--- src/rtl/i2c_target_responder.sv ---
// i2c_target_responder
// I2C target that answers at DEV_ADDR and maps bus transfers onto a simple
// register-pointer interface: the first written byte sets reg_addr, each
// further written byte is presented on wr_data with a wr_strobe pulse, and
// reads stream rd_data out starting at reg_addr. The pointer auto-increments
// after every data byte and wraps from 8'hFF to 8'h00.
//
// Ports:
//   clock      system clock, all logic
//   reset      asynchronous active-high reset
//   scl_in     raw bus SCL (asynchronous)
//   sda_in     raw bus SDA (asynchronous)
//   sda_oe     1 pulls SDA low, 0 releases it
//   reg_addr   current register pointer
//   wr_data    last data byte written by the master
//   wr_strobe  one-clock pulse, wr_data valid for reg_addr
//   rd_data    register contents at reg_addr from user logic
//   busy       high whenever the FSM is not idle
//
// state      | meaning
// IDLE       | bus free, waiting for START
// DEV_ADDR   | shifting in the address/RW byte
// ACK_DEV    | driving ACK for our address
// REG_ADDR   | shifting in the register pointer byte
// ACK_REG    | driving ACK for the pointer byte
// WR_DATA    | shifting in a write data byte
// ACK_WR     | driving ACK for a data byte
// RD_DATA    | driving a read byte, MSB first
// RD_ACK     | released, sampling master ACK/NACK
// WAIT_STOP  | not addressed or read finished, waiting for STOP
module i2c_target_responder #(
  parameter logic [6:0] DEV_ADDR = 7'h1D
) (
  input  logic       clock,
  input  logic       reset,
  input  logic       scl_in,
  input  logic       sda_in,
  output logic       sda_oe,
  output logic [7:0] reg_addr,
  output logic [7:0] wr_data,
  output logic       wr_strobe,
  input  logic [7:0] rd_data,
  output logic       busy
);

  typedef enum logic [3:0] {
    ST_IDLE, ST_DEV_ADDR, ST_ACK_DEV, ST_REG_ADDR, ST_ACK_REG,
    ST_WR_DATA, ST_ACK_WR, ST_RD_DATA, ST_RD_ACK, ST_WAIT_STOP
  } state_t;

  state_t      state_q, state_d;
  logic [2:0]  scl_sync, sda_sync;
  logic [3:0]  bit_cnt;
  logic [7:0]  shift_q;
  logic [7:0]  rx_byte;
  logic        fall_d1, master_ack;
  logic        scl_rise, scl_fall, scl_hi2, start_det, stop_det;
  logic        rx_state, byte_last_rise, drive_d;

  // [1] is the synchronized value, [2] the previous sample for edge detection
  always_ff @(posedge clock or posedge reset) begin
    if (reset) begin
      scl_sync <= 3'b111;
      sda_sync <= 3'b111;
    end else begin
      scl_sync <= {scl_sync[1:0], scl_in};
      sda_sync <= {sda_sync[1:0], sda_in};
    end
  end

  assign scl_rise  = scl_sync[1] & ~scl_sync[2];
  assign scl_fall  = ~scl_sync[1] & scl_sync[2];
  assign scl_hi2   = scl_sync[1] & scl_sync[2];
  // requiring SCL high on both samples rejects coincident SCL/SDA edges
  assign start_det = scl_hi2 & ~sda_sync[1] & sda_sync[2];
  assign stop_det  = scl_hi2 & sda_sync[1] & ~sda_sync[2];

  assign rx_byte        = {shift_q[6:0], sda_sync[1]};
  assign rx_state       = (state_q == ST_DEV_ADDR) || (state_q == ST_REG_ADDR) ||
                          (state_q == ST_WR_DATA);
  assign byte_last_rise = rx_state & scl_rise & (bit_cnt == 4'd7);
  assign busy           = (state_q != ST_IDLE);

  always_ff @(posedge clock or posedge reset) begin
    if (reset) state_q <= ST_IDLE;
    else       state_q <= state_d;
  end

  // Receive states hold bit_cnt at 8 after the last rise so the ACK state is
  // entered on the following fall, not on the rise that completed the byte.
  always_comb begin
    state_d = state_q;
    drive_d = 1'b0;
    case (state_q)
      ST_ACK_DEV, ST_ACK_REG, ST_ACK_WR: drive_d = 1'b1;
      ST_RD_DATA:                        drive_d = ~shift_q[7];
      default:                           drive_d = 1'b0;
    endcase
    if (start_det) begin
      state_d = ST_DEV_ADDR;
    end else if (stop_det) begin
      state_d = ST_IDLE;
    end else begin
      case (state_q)
        ST_DEV_ADDR:
          if (byte_last_rise && (rx_byte[7:1] != DEV_ADDR)) state_d = ST_WAIT_STOP;
          else if (scl_fall && (bit_cnt == 4'd8))           state_d = ST_ACK_DEV;
        ST_ACK_DEV:  if (scl_fall) state_d = shift_q[0] ? ST_RD_DATA : ST_REG_ADDR;
        ST_REG_ADDR: if (scl_fall && (bit_cnt == 4'd8)) state_d = ST_ACK_REG;
        ST_ACK_REG:  if (scl_fall) state_d = ST_WR_DATA;
        ST_WR_DATA:  if (scl_fall && (bit_cnt == 4'd8)) state_d = ST_ACK_WR;
        ST_ACK_WR:   if (scl_fall) state_d = ST_WR_DATA;
        ST_RD_DATA:  if (scl_fall && (bit_cnt == 4'd7)) state_d = ST_RD_ACK;
        ST_RD_ACK:   if (scl_fall) state_d = master_ack ? ST_RD_DATA : ST_WAIT_STOP;
        default: ;
      endcase
    end
  end

  always_ff @(posedge clock or posedge reset) begin
    if (reset) begin
      bit_cnt    <= '0;
      shift_q    <= '0;
      reg_addr   <= '0;
      wr_data    <= '0;
      wr_strobe  <= 1'b0;
      sda_oe     <= 1'b0;
      fall_d1    <= 1'b0;
      master_ack <= 1'b0;
    end else begin
      wr_strobe <= 1'b0;
      fall_d1   <= scl_fall;
      if (start_det || stop_det) begin
        bit_cnt <= '0;
        sda_oe  <= 1'b0;
      end else begin
        if (rx_state && scl_rise && (bit_cnt != 4'd8)) begin
          shift_q <= rx_byte;
          bit_cnt <= bit_cnt + 4'd1;
        end
        if (byte_last_rise && (state_q == ST_REG_ADDR)) reg_addr <= rx_byte;
        if (byte_last_rise && (state_q == ST_WR_DATA)) begin
          wr_data   <= rx_byte;
          wr_strobe <= 1'b1;
        end
        if (scl_fall && (state_q == ST_RD_DATA) && (state_d == ST_RD_DATA)) begin
          shift_q <= {shift_q[6:0], 1'b0};
          bit_cnt <= bit_cnt + 4'd1;
        end
        if (scl_fall && (state_d != state_q)) bit_cnt <= '0;
        if (scl_rise && (state_q == ST_RD_ACK)) master_ack <= ~sda_sync[1];
        if (scl_fall && ((state_q == ST_ACK_WR) || (state_q == ST_RD_ACK)))
          reg_addr <= reg_addr + 8'd1;
        // One cycle after the fall the pointer has settled, so rd_data already
        // reflects the incremented address when a read byte is loaded.
        if (fall_d1) begin
          if ((state_q == ST_RD_DATA) && (bit_cnt == 4'd0)) begin
            shift_q <= rd_data;
            sda_oe  <= ~rd_data[7];
          end else begin
            sda_oe <= drive_d;
          end
        end
      end
    end
  end

endmodule
--- config.mk ---
export PLATFORM = sky130hd
export DESIGN_NAME = i2c_target_responder
export DESIGN_NICKNAME = d
export VERILOG_FILES = /design/src/rtl/i2c_target_responder.sv
export SDC_FILE = /design/constraint.sdc
export NUM_CORES = 1
export LEC_CHECK = 0
export CORE_MARGIN = 5
export CORE_UTILIZATION = 45
export DETAILED_ROUTE_END_ITERATION = 7
export GPL_TIMING_DRIVEN = 0
export PLACE_DENSITY_LB_ADDON = 0.15
export SYNTH_ARGS = -nofsm -noshare
export SYNTH_HDL_FRONTEND = slang
export SYNTH_SLANG_ARGS = --single-unit
--- constraint.sdc ---
create_clock -name clock -period 2.6 [get_ports clock]
set_clock_uncertainty 0.15 [all_clocks]
set_input_delay 0.52 -clock clock [delete_from_list [all_inputs] [get_ports clock]]
set_output_delay 0.52 -clock clock [all_outputs]
set_load 0.01 [all_outputs]
* Word level (Yosys, flattened, before mapping)
Cells that the tools add are included. Widths: inputs -> output; s select.
Operators by class: add/subtract/negate cells 2, eq/ne operators 14, mux-type cells 29, bitwise gates (word level) 16, reduce and logical (&&, ||, !) cells 27
Operators with widths (number):
- $mux 4 | 15
- $mux 8 | 6
- $pmux 4 s7 | 1
- $eq 4x3->1 const B | 6
- $logic_and 1x1->1 | 13
- $and 1x1->1 | 9
- $add 8x1->8 const B | 1
- $eq 4x2->1 const B | 2
- $eq 4x4->1 const B | 2
- $reduce_bool 4->1 | 2
- $ne 7x5->1 const B | 1
- $not 1->1 | 7
- $reduce_and 2->1 | 3
- $mux 1 | 5
- $add 4x1->4 const B | 1
- $eq 4x1->1 const B | 1
- $logic_not 4->1 | 1
- $logic_or 1x1->1 | 4
- $ne 4x4->1 | 1
- $ne 4x4->1 const B | 1
- $reduce_bool 2->1 | 2
- $mux 3 | 1
- $reduce_or 3->1 | 1
- $pmux 1 s2 | 1
- $reduce_or 2->1 | 1
Word-level totals: bits in registers 42, bits of input ports 12, word-level logic and storage cells 99

* Depth between registers and ports, before layout
Gate-level depths: netlist of the first run.
depth after elaboration 15, gate-level depth with buffers 8, mapped depth without buffers 7

* Worst setup path after synthesis of the first run
OpenSTA, ideal clock, no wires.
path kind reg-to-reg, from register sda_sync[1], to register bit_cnt[0], library setup time 101 ps, arrival time 1801 ps, setup slack 548 ps, cell stages (with the launch flop) 7, buffers on the path 1, clock period less this slack 2052 ps, path through dfstp_2 clkbuf_1 xnor2_1 nor2_1 o311ai_0 o22ai_2 nor4_1
On the way: word-level cells in the longest chain between the ends 9, elaborated cells on any way between the ends 16, those cells by class eq/ne (2); mux (5); bitwise (5); reduce/logical (4)
Ends and longest elaborated chain:
- start, declared | line 52 | logic [2:0] scl_sync, sda_sync;
- start signal, assigned | line 67 | sda_sync <= {sda_sync[1:0], sda_in};
- $and 1x1->1 or $not 1->1 (tied branches) | line 76, 75
- $and 1x1->1 (on tied branches) | line 76, 75
- $mux 4 or $and 1x1->1 (tied branches) | line 101, 75
- $mux 4 | line 99 | if (start_det) begin
- $eq 4x3->1 | line 146 | if (scl_fall && (state_q == ST_RD_DATA) && (state_d == ST_RD_DATA)) begin
- $logic_and 1x1->1 | line 146
- $mux 4 | line 146
- $mux 4 | line 150 | if (scl_fall && (state_d != state_q)) bit_cnt <= '0;
- $mux 4 | line 133 | if (start_det || stop_det) begin
- end signal, assigned | line 139 | bit_cnt <= bit_cnt + 4'd1;
- end signal, assigned | line 148 | bit_cnt <= bit_cnt + 4'd1;
- end, declared | line 53 | logic [3:0] bit_cnt;
Several ways; a longest one is shown, not always the timed one. A chain may end at the register's enable or synchronous reset.

* Worst setup path after layout of the first run
from register state_q[2], to output busy
On the way: word-level cells in the longest chain between the ends 1
Ends and longest elaborated chain:
- start, declared | line 51 | state_t state_q, state_d;
- start signal, assigned | line 86 | else state_q <= state_d;
- $reduce_bool 4->1 | line 82 | assign busy = (state_q != ST_IDLE);
- end, declared | line 43 | output logic busy
No other way between the ends.

==> results of run 1 <==
## metal layers
layer / wire, um / share of wire (%)
met1: 2790 / 48
met2: 2660 / 45
met3: 328 / 5.6
met4: 73 / 1.2
met5: 0 / 0
## power by group through the flow
stage / combinational (mW) / sequential (mW) / clock, mW
after floorplan: 0.755 / 0.998 / 0
after global placement: 1.09 / 1.02 / 0
after detailed placement: 1.10 / 1.03 / 0
after CTS: 1.11 / 1.01 / 0.545
after global routing: 1.23 / 1.05 / 0.575
final: 1.10 / 1.02 / 0.539
## synthesized netlist by cell type (2+ instances only)
| cell type | number | area (sq um) |
|---|---|---|
| nand4_1 | 2 | 12.5 |
| or2_2 | 2 | 12.5 |
| a21o_1 | 2 | 15.0 |
| clkbuf_1 | 2 | 7.51 |
| o21bai_1 | 2 | 15.0 |
| a21oi_1 | 18 | 90.1 |
| o311a_1 | 2 | 20.0 |
| buf_6 | 2 | 22.5 |
| nand3_1 | 6 | 30.0 |
| nand2_1 | 15 | 56.3 |
| mux2_1 | 8 | 90.1 |
| nand2b_1 | 5 | 31.3 |
| xor2_1 | 2 | 17.5 |
| o21ai_0 | 11 | 55.1 |
| or3_1 | 2 | 12.5 |
| a2bb2oi_1 | 8 | 70.1 |
| xnor2_1 | 3 | 26.3 |
| o22ai_1 | 9 | 56.3 |
| and3b_1 | 2 | 17.5 |
| nand3b_1 | 7 | 52.6 |
| buf_2 | 9 | 45.0 |
| nor2b_1 | 3 | 18.8 |
| ha_1 | 3 | 37.5 |
| or3b_1 | 2 | 17.5 |
| o21a_1 | 2 | 15.0 |
| inv_1 | 7 | 26.3 |
| a211oi_1 | 2 | 15.0 |
| nor3_1 | 6 | 30.0 |
| mux2i_1 | 2 | 20.0 |
| o2111ai_1 | 2 | 17.5 |
| dfstp_2 | 6 | 158 |
| dfrtp_1 | 36 | 901 |
| a31oi_1 | 2 | 12.5 |
| nor2_1 | 13 | 48.8 |
| nor4_1 | 8 | 50.1 |
## repair_timing
action | CTS | global route
gates resized for setup | 0 | 0
hold endpoints to repair | 0 | 0
setup endpoints to repair | 0 | 4
## final timing paths
kind	start	end	slack, ns
min	scl_sync[0]	scl_sync[1]	0.21
max in group asynchronous	reset	bit_cnt[2]	1.18
max reg2reg	state_q[3]	bit_cnt[1]	0.32
min in group asynchronous	reset	wr_data[1]	0.57
max	state_q[2]	busy	0.06
min reg2reg	scl_sync[0]	scl_sync[1]	0.21
## cells by family after synthesis
family / after synthesis
muxes: 10
buffers and inverters: 23
DFF: 42
and+or+nand+nor: 82
xor gates and xnor gates: 5
adders and majority gates: 3
AOI/OAI and AO/OA: 77
## state kept, by name, indices dropped and copies added, names as in the netlist
register and cells:
master_ack 1, reg_addr 8, state_q 4, bit_cnt 4
sda_oe 1, sda_sync 3, shift_q 8, wr_data 8
wr_strobe 1, scl_sync 3, fall_d1 1
## cell type report
cell class,count,area (sq um),share of cell area (%)
clock buffer,6,82.6,2.82
timing repair buffer,30,300,10.2
sequential,42,1060,36.1
tap,70,87.6,2.99
clock inverter,1,30.0,1.02
buffer,14,82.6,2.82
multi-input combinational,177,1260,43.0
inverter,8,30.0,1.02
## critical path, cell delays in order (launching register included)
cell and delay (ns):
dfrtp_1 0.39, buf_6 0.16, or4_4 0.53, clkdlybuf4s50_1 0.50
==> results.toml, run 1 <==
[floorplan]
rows = 26
start_util_pct = 47.0
ios = 31
fp.dieW_um = 83.5
die_area_sq_mm = 0.00698
core_area_sq_mm = 0.00517
die_h_um = 83.5

[grt]
grtUsageMet1_pct = 25.0
top_usage_layer = "met2"
grtUsageMet2_pct = 28.4
gr-usage-all-layers_pct = 17.8
grt_pass1_vias = 2094
grtUsageMet3_pct = 3.16
grt_start_max_net_pins = 43
antenna_found_initial = 0
grt_pass1_wl_um = 10400
gr-total-overflow = 0

[yosys]
syn_nets = 257
netlist_instances = 242
async_flop_share_pct = 100
synth_adder_area_share_pct = 1.54
syn_avg_cell_area_sq_um = 10.1
yosysSeqAreaShare_pct = 43.5
synthFlopType = "dfrtp_1"
synth_compound_area_share_pct = 24.1
synth-warning-count = 0
synth-seq-cells = 42
synth-simple-area-share_pct = 19.8
synth.distinct_cells = 64
synth_top_family_by_area = "compound AO/OA/AOI/OAI gates"
synthesis.area_sq_mm = 0.00243
synth_xor_xnor_area_share_pct = 1.80
synthMuxAreaShare_pct = 4.52
synth_edf_count = 0

[pwr]
p_per_area_mw_per_mm2 = 910
power_frac_seq_pct = 38.3
comb_power_share_pct = 41.4
finalPower_mw = 2.67
swShare_pct = 37.5
power_switching_uw = 999
ir_worst_vdd_v = 0.000464
p_leak_nw = 1.19
clockPowerShare_pct = 20.2
internal_power_mw = 1.67

[setup_path]
crit_fanout = 10
ff2ff_path_depth = 6
cp_data_required_time_ns = 1.93
worstSetupStartpointType = "register"
crit_type = "register to output port"
end_kind = "output port"
worstPathArrival_ns = 1.87

[cts]
cts_made_buffers = 5
clk_latency_ns = 0.30
clk_pin_slew_ns = 0.09
clockBufferDepth = 2
cts_root_buffer = "clkbuf_8"
numClockSinks = 42
htree_levels = 2
cts_hold_buf = 0
cts_tree = "built"
post_cts_buffers = 0

[detailed_routing]
routedWlPerCell_um = 16.8
antenna_left = 0
drc = 0
wirelength_um = 5840
vias_per_cell = 5.83
first_pass_iters = 4
routed-via-count = 2029
drt_iter0_markers = 189

[hold_path]
whs_path_depth = 0
min_path_type = "register to register"

[sta]
setup_violations = 0
fmax_ghz = 0.393
tns_ns = 0
hold_viol_final = 0
drv_slew = 0
whs_ns = 0.207
fin_ws_ns = 0.0573
fin_crit_sh_pct = 97.8
post-route-min-period_ns = 2.54
grt_setup_unrepaired = "no"
tightestPinTransition_ns = 0.876
relSlewSlack_pct = 41.5

[layout]
final_cells = 348
layout_commonest_cell = "dfrtp_1"
layout_common_cells = "dfrtp_1 (36), clkdlybuf4s50_1 (30), a21oi_1 (18)"
syn2layout_area_growth_pct = 20.4
nFillCells = 450
diodes = 0
drive_above_1_share_pct = 14.4
layout.nets = 293
final_area_sq_mm = 0.00293
finish.utilization_pct = 56.7

[placed_design]
dp_cells = 342
portBuffers = 30
gp_congestion = 0.856
placed_area_sq_mm = 0.00282
place_ws_ns = 0.100
hpwl_um = 4100

[status]
status = "finished clean"

[job]
maxCapViolations = 0
No activity file was read; power rests on OpenSTA's default activity.
==> run 2, diff against run 1 <==
PLACE_DENSITY = 0.66   (was not set)
PLACE_DENSITY_LB_ADDON = not set   (was 0.15)
==> results.toml, run 2 (synthesized netlist as in run 1, its figures left out) <==
[detailed_routing]
routed-via-count = 1975
routed-wl-met3_um = 216
drc = 0
routedWlPerCell_um = 15.9
wl_met2_um = 2560
wirelength_um = 5560
highest_layer = "met4"
vias_per_cell = 5.66
drt_iter0_markers = 165
m1WireLength_um = 2740
antenna_left = 0
first_pass_iters = 4

[setup_path]
crit_type = "register to output port"
startpoint = "state_q[2]"
crit_fanout = 10
cp_top_family = "buffers and inverters"
path_cells = "buf_6 > or4_4 > clkdlybuf4s50_1"
max_stage_delay_ns = 0.53
critPathSlowestCell = "or4_4"
end_kind = "output port"
worstPathArrival_ns = 1.87
critPathBufInv = 2
worstSetupStartpointType = "register"
reg2reg_from = "bit_cnt[1]"
cp_data_required_time_ns = 1.93

[sta]
relSlewSlack_pct = 42.4
fmax_ghz = 0.394
tightestPinTransition_ns = 0.863
setup_violations = 0
post-route-min-period_ns = 2.54
tns_ns = 0
grt_setup_unrepaired = "no"
whs_ns = 0.208
fin_crit_sh_pct = 97.7
drv_slew = 0
hold_viol_final = 0

[layout]
syn2layout_area_growth_pct = 19.7
finish.utilization_pct = 56.3
layout_common_cells = "dfrtp_1 (36), clkdlybuf4s50_1 (30), a21oi_1 (18)"
reg_top3 = "reg_addr (8), shift_q (8), wr_data (8)"
diodes = 0
layout.nets = 293
final_area_sq_mm = 0.00291
drive_above_1_share_pct = 14.3
layout_commonest_cell = "dfrtp_1"

[hold_path]
worstHoldStart = "scl_sync[0]"
min_path_type = "register to register"

[cts]
clk_pin_slew_ns = 0.08
ctsResizeCount = 0
numClockSinks = 42
cts_tree = "built"
clk_latency_ns = 0.30
cts_root_buffer = "clkbuf_8"
clockBufferDepth = 2
htree_levels = 2
post_cts_buffers = 0
cts_made_buffers = 5
cts_hold_buf = 0

[pwr]
clockPowerShare_pct = 17.6
ir_worst_vdd_v = 0.000441
power_switching_uw = 986
power_frac_seq_pct = 39.9
p_leak_nw = 1.18
swShare_pct = 38.4
comb_power_share_pct = 42.5
internal_power_mw = 1.58
p_per_area_mw_per_mm2 = 880

[status]
status = "finished clean"

[floorplan]
start_util_pct = 47.0
die_h_um = 83.5
fp.dieW_um = 83.5
rows = 26
die_area_sq_mm = 0.00698
ios = 31
core_area_sq_mm = 0.00517

[grt]
grt_start_max_net_pins = 43
gr-total-overflow = 0
gr-usage-all-layers_pct = 16.7
grt_pass1_wl_um = 9620
antenna_found_initial = 0
grt_pass1_vias = 1970

[job]
maxCapViolations = 0

[placed_design]
placed_area_sq_mm = 0.00282
hpwl_um = 4070
gp_congestion = 0.829
portBuffers = 30
==> run 2: per-stage QoR <==
| step | setup slack [ns] | cells | power, mW |
|---|---|---|---|
| finish | 0.0588 | 349 | 2.56 |
| global route | 0.0104 | 349 | 2.76 |
| CTS | 0.0115 | 350 | 2.58 |
| detailed placement | 0.0622 | 342 | 2.12 |
| global placement | 0.0799 | 342 | 2.11 |
| floorplan | 0.548 | 242 | 1.75 |
==> run 2: final timing paths <==
check                                    to  slack [ns]  cells past startpoint
worst max-delay path                   busy        0.06                      3
worst min-delay path            scl_sync[1]        0.21                      0
min in group asynchronous        wr_data[3]        0.57                      2
max in group asynchronous        state_q[0]        1.18                      2
worst min register to register  scl_sync[1]        0.21                      0
worst max register to register   wr_data[4]        0.32                      6
==> run 2: power groups by stage <==
stage,clock [mW],sequential [mW],combinational [mW]
2_1_floorplan,0,0.998,0.755
3_3_place_gp,0,1.03,1.09
3_5_place_dp,0,1.03,1.09
4_1_cts,0.464,1.02,1.10
5_1_grt,0.495,1.05,1.21
6_report,0.452,1.02,1.09
==> run 2: cell type report <==
type                            count  area (sq um)
Buffer                             14          82.6
Clock buffer                        7          86.3
Clock inverter                      1          8.76
Fill cell                         467          2260
Inverter                            8          30.0
Multi-Input combinational cell    177          1260
Sequential cell                    42          1060
Tap cell                           70          87.6
Timing Repair Buffer               30           300
==> run 2: metal layers <==
layer	track usage (%)	up-vias
li1	-	985
met1	23.9	952
met2	26.0	34
met3	3.36	4
met4	4.09	0
met5	0	-
==> run 2: worst reg2reg max path, delay by kind of cell (launching register included) <==
| kind | cells | cell delay, ns |
|---|---|---|
| multiplexers | 1 | 0.34 |
| flip-flops | 1 | 0.40 |
| adder cells (fa/ha/maj) | 1 | 0.21 |
| buffers and inverters | 1 | 0.20 |
| AND/OR/NAND/NOR | 3 | 0.87 |
==> run 3, diff against run 2 <==
ABC_CLOCK_PERIOD_IN_PS = 2600   (was not set)
==> results of run 3 <==
No change in the layout: final DEF, timing and power equal those of run 2.
